==> config.mk <==
export PLATFORM = sky130hd
export DESIGN_NAME = run_ctrl
export DESIGN_NICKNAME = d
export VERILOG_FILES = /design/src/rtl/acdc_pkg.sv /design/src/rtl/run_counter.sv /design/src/rtl/run_ctrl.sv
export SDC_FILE = /design/constraint.sdc
export NUM_CORES = 1
export LEC_CHECK = 0
export CAP_MARGIN = 10
export CORE_MARGIN = 2
export CORE_UTILIZATION = 41
export CTS_CLUSTER_SIZE = 28
export DETAILED_ROUTE_END_ITERATION = 10
export GPL_TIMING_DRIVEN = 0
export PLACE_DENSITY = 0.7
export SLEW_MARGIN = 20
export SYNTH_ARGS = -nofsm -noshare
export SYNTH_HDL_FRONTEND = slang
export SYNTH_SLANG_ARGS = --single-unit
==> constraint.sdc <==
create_clock -name CLK -period 2.2 [get_ports CLK]
set_input_delay 0.44 -clock CLK [delete_from_list [all_inputs] [get_ports CLK]]
set_output_delay 0.44 -clock CLK [all_outputs]
set_load 0.05 [all_outputs]
==> src/rtl/acdc_pkg.sv <==
// Shared types and defaults for the ACDC host-side run sequencer.
// The run-cycle timeout is built only when RUN_CTRL_TIMEOUT_EN is defined.
package acdc_pkg;

    localparam int AW_DEF           = 8;
    localparam int DW_DEF           = 8;
    localparam int CW_DEF           = 16;
    localparam int START_CYCLES_DEF = 2;

    typedef enum logic [2:0] {
        RS_IDLE  = 3'd0,
        RS_LOAD  = 3'd1,
        RS_START = 3'd2,
        RS_RUN   = 3'd3,
        RS_DONE  = 3'd4,
        RS_TMO   = 3'd5
    } run_state_t;

    // States in which a go request launches a new run.
    function automatic logic accepts_go(input run_state_t st);
        return (st == RS_IDLE) || (st == RS_DONE) || (st == RS_TMO);
    endfunction

endpackage

==> src/rtl/run_counter.sv <==
// CW-bit run-cycle counter with synchronous clear, enable, saturation at all-ones
// and an equality compare against a fixed limit.
module run_counter #(
    parameter int            CW    = 16,
    parameter logic [CW-1:0] LIMIT = {CW{1'b1}}
) (
    input  logic          i_clk,
    input  logic          i_rst_n,
    input  logic          i_clr,
    input  logic          i_en,
    output logic [CW-1:0] o_count,
    output logic          o_at_limit
);

    logic [CW-1:0] r_count;

    // Count enabled cycles; never wrap past all-ones.
    always_ff @(posedge i_clk) begin
        if (!i_rst_n) begin
            r_count <= {CW{1'b0}};
        end else if (i_clr) begin
            r_count <= {CW{1'b0}};
        end else if (i_en && (r_count != {CW{1'b1}})) begin
            r_count <= r_count + {{(CW-1){1'b0}}, 1'b1};
        end
    end

    assign o_count    = r_count;
    assign o_at_limit = (r_count == LIMIT);

endmodule

==> src/rtl/run_ctrl.sv <==
// Run sequencer for the ACDC core: preload, hold in init, run, report done/timeout.
// Define RUN_CTRL_TIMEOUT_EN to build the MAX_CYCLES timeout (TMO state).
module run_ctrl
    import acdc_pkg::*;
#(
    parameter int            AW           = AW_DEF,
    parameter int            DW           = DW_DEF,
    parameter int            CW           = CW_DEF,
    parameter int            START_CYCLES = START_CYCLES_DEF,
    parameter logic [CW-1:0] MAX_CYCLES   = 16'hFFFE
) (
    input  logic          CLK,
    input  logic          reset_n,
    input  logic          go,
    input  logic          skip_load,
    input  logic          load_valid,
    output logic          load_ready,
    input  logic [AW-1:0] load_addr,
    input  logic [DW-1:0] load_data,
    input  logic          load_last,
    output logic          mem_we,
    output logic [AW-1:0] mem_addr,
    output logic [DW-1:0] mem_din,
    output logic          dut_start,
    input  logic          dut_halt,
    output logic          busy,
    output logic          done,
    output logic          timed_out,
    output logic [CW-1:0] cycle_count
);

    localparam logic [3:0] START_LD = 4'(START_CYCLES - 1);

`ifdef RUN_CTRL_TIMEOUT_EN
    localparam logic [CW-1:0] CNT_LIMIT = MAX_CYCLES;
`else
    // Without the timeout the limit collapses onto the saturation point.
    localparam logic [CW-1:0] CNT_LIMIT = MAX_CYCLES | {CW{1'b1}};
`endif

    run_state_t    r_state;
    logic [3:0]    r_start_cnt;
    logic          r_first_run;
    logic          r_dut_start;
    logic          r_busy;
    logic          r_done;
    logic          r_mem_we;
    logic [AW-1:0] r_mem_addr;
    logic [DW-1:0] r_mem_din;
`ifdef RUN_CTRL_TIMEOUT_EN
    logic          r_tmo;
`endif

    logic          w_beat;
    logic          w_go;
    logic          w_halt_q;
    logic          w_cnt_clr;
    logic          w_cnt_en;
    logic          w_at_limit;
    logic [CW-1:0] w_count;

    assign w_beat    = (r_state == RS_LOAD) && load_valid;
    assign w_go      = go && accepts_go(r_state);
    // Halt coming out of init is stale, so the first RUN cycle ignores it.
    assign w_halt_q  = dut_halt && !r_first_run;
    assign w_cnt_clr = (w_go && skip_load) || (w_beat && load_last);
    assign w_cnt_en  = (r_state == RS_RUN) && !w_halt_q && !w_at_limit;

    run_counter #(
        .CW    (CW),
        .LIMIT (CNT_LIMIT)
    ) u_run_counter (
        .i_clk      (CLK),
        .i_rst_n    (reset_n),
        .i_clr      (w_cnt_clr),
        .i_en       (w_cnt_en),
        .o_count    (w_count),
        .o_at_limit (w_at_limit)
    );

    // Sequencer state and all registered outputs.
    always_ff @(posedge CLK) begin
        if (!reset_n) begin
            r_state     <= RS_IDLE;
            r_start_cnt <= 4'd0;
            r_first_run <= 1'b0;
            r_dut_start <= 1'b1;
            r_busy      <= 1'b0;
            r_done      <= 1'b0;
            r_mem_we    <= 1'b0;
            r_mem_addr  <= {AW{1'b0}};
            r_mem_din   <= {DW{1'b0}};
`ifdef RUN_CTRL_TIMEOUT_EN
            r_tmo       <= 1'b0;
`endif
        end else begin
            r_mem_we    <= 1'b0;
            r_first_run <= 1'b0;
            case (r_state)
                RS_IDLE, RS_DONE, RS_TMO: begin
                    if (w_go) begin
                        r_done <= 1'b0;
`ifdef RUN_CTRL_TIMEOUT_EN
                        r_tmo  <= 1'b0;
`endif
                        r_busy <= 1'b1;
                        if (skip_load) begin
                            r_state     <= RS_START;
                            r_start_cnt <= START_LD;
                        end else begin
                            r_state <= RS_LOAD;
                        end
                    end
                end
                RS_LOAD: begin
                    if (w_beat) begin
                        r_mem_we   <= 1'b1;
                        r_mem_addr <= load_addr;
                        r_mem_din  <= load_data;
                        if (load_last) begin
                            r_state     <= RS_START;
                            r_start_cnt <= START_LD;
                        end
                    end
                end
                RS_START: begin
                    if (r_start_cnt == 4'd0) begin
                        r_state     <= RS_RUN;
                        r_dut_start <= 1'b0;
                        r_first_run <= 1'b1;
                    end else begin
                        r_start_cnt <= r_start_cnt - 4'd1;
                    end
                end
                RS_RUN: begin
                    if (w_halt_q) begin
                        r_state     <= RS_DONE;
                        r_done      <= 1'b1;
                        r_busy      <= 1'b0;
                        r_dut_start <= 1'b1;
                    end
`ifdef RUN_CTRL_TIMEOUT_EN
                    else if (w_at_limit) begin
                        r_state     <= RS_TMO;
                        r_tmo       <= 1'b1;
                        r_busy      <= 1'b0;
                        r_dut_start <= 1'b1;
                    end
`endif
                end
                default: begin
                    r_state     <= RS_IDLE;
                    r_busy      <= 1'b0;
                    r_dut_start <= 1'b1;
                end
            endcase
        end
    end

    assign load_ready  = (r_state == RS_LOAD);
    assign mem_we      = r_mem_we;
    assign mem_addr    = r_mem_addr;
    assign mem_din     = r_mem_din;
    assign dut_start   = r_dut_start;
    assign busy        = r_busy;
    assign done        = r_done;
    assign cycle_count = w_count;
`ifdef RUN_CTRL_TIMEOUT_EN
    assign timed_out   = r_tmo;
`else
    assign timed_out   = 1'b0;
`endif

endmodule
==> flow_summary_export.csv <==
group,metric,value,unit
power,p_leak,1.06,nW
finish,fillCellCount,495,
timing,setup_viol,0,
global_route,grt_pass1_wl,8.11,mm
setup_path,reg2reg_depth,6,
clocking,clk_pin_slew,0.08,ns
timing,post-route-period-util,0.959,
setup_path,crit_type,"flip-flop to output pin",
timing,min_period,2.11,ns
finish,n_antenna_cell,0,
routing,wire_per_inst,12.6,um
setup_path,start_kind,"flip-flop",
routing,drt_iter0_drc,68,
synthesis,ys.flop_type,"dfxtp_1",
clocking,cts_max_level,2,
timing,whs,0.459,ns
clocking,hold_buffers,0,
synthesis,syn_avg_cell_area,8.82,um2
setup_path,critical_path.startpoint,"u_run_counter.o_count[9]$_SDFFE_PP0P_",
synthesis,synthTopCellsByArea,"dfxtp_1 (41%), nand2_1 (7.6%), a21boi_0 (5.3%), xnor2_1 (4.9%), nor2_1 (3.7%)",
synthesis,ys_seq_elements,44,
setup_path,end_kind,"output pin",
clocking,cts_buffers,5,
routing,viasPerCell,5.04,
synthesis,yosys_warnings,0,
timing,drv_slew,0,
worst_hold_path,hold_depth,2,
finish,layout-drive-gt1-share,0.110,
clocking,cts_buffer_depth,2,
floorplan,die_x,76.2,um
synthesis,ys_types,48,
floorplan,initial_core_util,0.421,
timing,relSlewSlack,0.652,
floorplan,num_rows,26,
synthesis,yosysSeqAreaShare,0.413,
synthesis,syn-num-nets,268,
outcome,status,"finished clean",
global_route,grt_max_degree,13,
timing,rsz0062_at_grt,"no",
placement,dp_hpwl,3.57,mm
timing,tns,0,ns
power,power_per_cell_area,712,nW/um2
synthesis,synth_largest_area_cell,"dfxtp_1",
synthesis,syn_inst,242,
routing,wirelength,4.75,mm
setup_path,rrSetupSlack,0.27,ns
clocking,clockRootBuffer,"clkbuf_8",
setup_path,crit_chain,"clkdlybuf4s50_1",
clocking,cts_tree,"done",
routing,ant_nets,0,
routing,vias,1907,
routing,drc,0,
placement,dpl_cell_area,2810,um2
setup_path,regToRegEndpoint,"u_run_counter.o_count[11]$_SDFFE_PP0P_",
power,p_total,0.00206,W
routing,drtPass1Iterations,4,
placement,place_congestion,0.809,
global_route,grt_pass1_vias,1717,
job,cap_viol_max_count,0,
floorplan,die_h,76.2,um
floorplan,die-area,5800,um2
setup_path,slowest_stage,"clkdlybuf4s50_1",
synthesis,synth_async_sr_flop_share,0,
global_route,grt_overflow,0,
finish,postLayoutCellArea,2890,um2
setup_path,cp.depth,1,
setup_path,critPathBufInv,1,
setup_path,worstPathArrival,1.67,ns
setup_path,cp_top_family,"buffers and inverters",
setup_path,cpPeakStageDelay,0.87,ns
global_route,antenna_found_initial,0,
power,ir_drop,459,uV
floorplan,core_area,5070,um2
clocking,clock_latency,0.29,ns
setup_path,timing.rr.start,"u_run_counter.o_count[0]$_SDFFE_PP0P_",
setup_path,required,1.76,ns
worst_hold_path,hp-class,"flip-flop to flip-flop",
clocking,clock-sinks,44,
timing,skew,0.00693,ns
finish,final_nets,334,
synthesis,synth_area,2130,um2
synthesis,synth-edff-count,0,
timing,hold_viol,0,
setup_path,worstPathMaxFanout,7,
clocking,post_cts_buffers,0,
timing,worst-slew-pin-transition,0.520,ns
setup_path,setup.worst_path.end,"cycle_count[9]",
floorplan,io_pins,61,
global_route,gr-usage-all-layers,0.169,
finish,area_delta_synth_final,35.3,%
synthesis,synth_top_area_share,0.413,
placement,portBuffers,59,
timing,max_freq,0.474,GHz
cells by family after synthesis:
group	count (synthesis)	share of synthesized area
AOI/OAI and AO/OA	48	0.165
xor gates and xnor gates	12	0.0492
adders and majority gates	3	0.0176
buffers and inverters	20	0.0598
DFF	44	0.413
muxes	1	0.00469
other	1	0.00176
and+or+nand+nor	113	0.289
per-stage QoR:
stage	util	setup slack, ns	cells
floorplan	-	0.164	242
global placement	0.554	0.0401	371
detailed placement	0.554	0.0514	371
CTS	0.569	0.0838	378
global route	0.569	0.0314	378
finish	0.569	0.0895	378
flip-flops by register name, indices dropped and copies added (netlist names):
name                   count
u_run_counter.o_count     16
mem_addr                   8
mem_din                    8
r_start_cnt                4
r_state                    3
busy                       1
done                       1
dut_start                  1
mem_we                     1
r_first_run                1
cells in the mapped netlist, types with 2 or more instances:
master and number:
nor3_1 4, buf_2 3, nand4_1 3, o211a_1 2
a211oi_1 7, nor2_1 21, a2111oi_2 2, xnor2_1 12
dfxtp_1 44, a21boi_0 15, or2_2 2, inv_1 6
a21oi_1 9, nand2_1 43, nand2b_1 3, nand3_1 10
clkbuf_1 3, or3_1 2, a21boi_1 2, a31oi_1 2
nor4_1 2, buf_6 5, ha_1 3, o21ai_0 4
nor3b_1 5, and3_1 4, buf_4 3
cell type report:
| cell class | count | area, um2 | area share |
|---|---|---|---|
| plain buffers | 14 | 105 | 0.0364 |
| clock buffers | 6 | 72.6 | 0.0251 |
| clock inverters | 1 | 5.00 | 0.00173 |
| inverters | 6 | 22.5 | 0.00780 |
| multi-input cells | 178 | 1130 | 0.390 |
| flip-flops and latches | 44 | 881 | 0.305 |
| well taps | 70 | 87.6 | 0.0303 |
| repair buffers | 59 | 589 | 0.204 |
layer usage:
layer | GRT usage | up-vias | part of all wire
met5 | 0 | - | 0
met4 | 0.0618 | 0 | 0.015
met3 | 0.0332 | 8 | 0.043
met2 | 0.279 | 42 | 0.47
met1 | 0.219 | 891 | 0.48
li1 | - | 966 | -
what timing repair did:
action | in CTS | in global routing
resized for setup | 1 | 0
setup endpoints to repair | 1 | 0
hold endpoints to repair | 0 | 0
worst min-delay path by stage:
stage | from | endpoint | slack, ns
2_1_floorplan | r_start_cnt[1]$_SDFFE_PN0P_ | r_start_cnt[1]$_SDFFE_PN0P_ | 0.48
3_3_place_gp | mem_din[7]$_SDFFE_PN0P_ | mem_din[7]$_SDFFE_PN0P_ | 0.44
3_5_place_dp | mem_addr[7]$_SDFFE_PN0P_ | mem_addr[7]$_SDFFE_PN0P_ | 0.45
4_1_cts | mem_addr[7]$_SDFFE_PN0P_ | mem_addr[7]$_SDFFE_PN0P_ | 0.47
5_1_grt | mem_din[7]$_SDFFE_PN0P_ | mem_din[7]$_SDFFE_PN0P_ | 0.48
6_report | mem_addr[7]$_SDFFE_PN0P_ | mem_addr[7]$_SDFFE_PN0P_ | 0.46
power by group:
group	switching [W]	total [W]	internal, W
logic	0.000415	0.000688	0.000273
registers	0.0000333	0.000898	0.000865
clock network	0.000253	0.000469	0.000216
total	0.000702	0.00206	0.00135
cells in the final DEF, fill, tap and decap left out, types with 6 or more instances in the layout:
cell type | Yosys | routed
nand3_1 | 10 | 10
a21boi_0 | 15 | 15
dfxtp_1 | 44 | 44
a211oi_1 | 7 | 7
xnor2_1 | 12 | 12
inv_1 | 6 | 6
a21oi_1 | 9 | 9
nand2_1 | 43 | 43
nor2_1 | 21 | 21
clkdlybuf4s50_1 | 0 | 58
No activity file was read; power rests on OpenSTA's default activity.
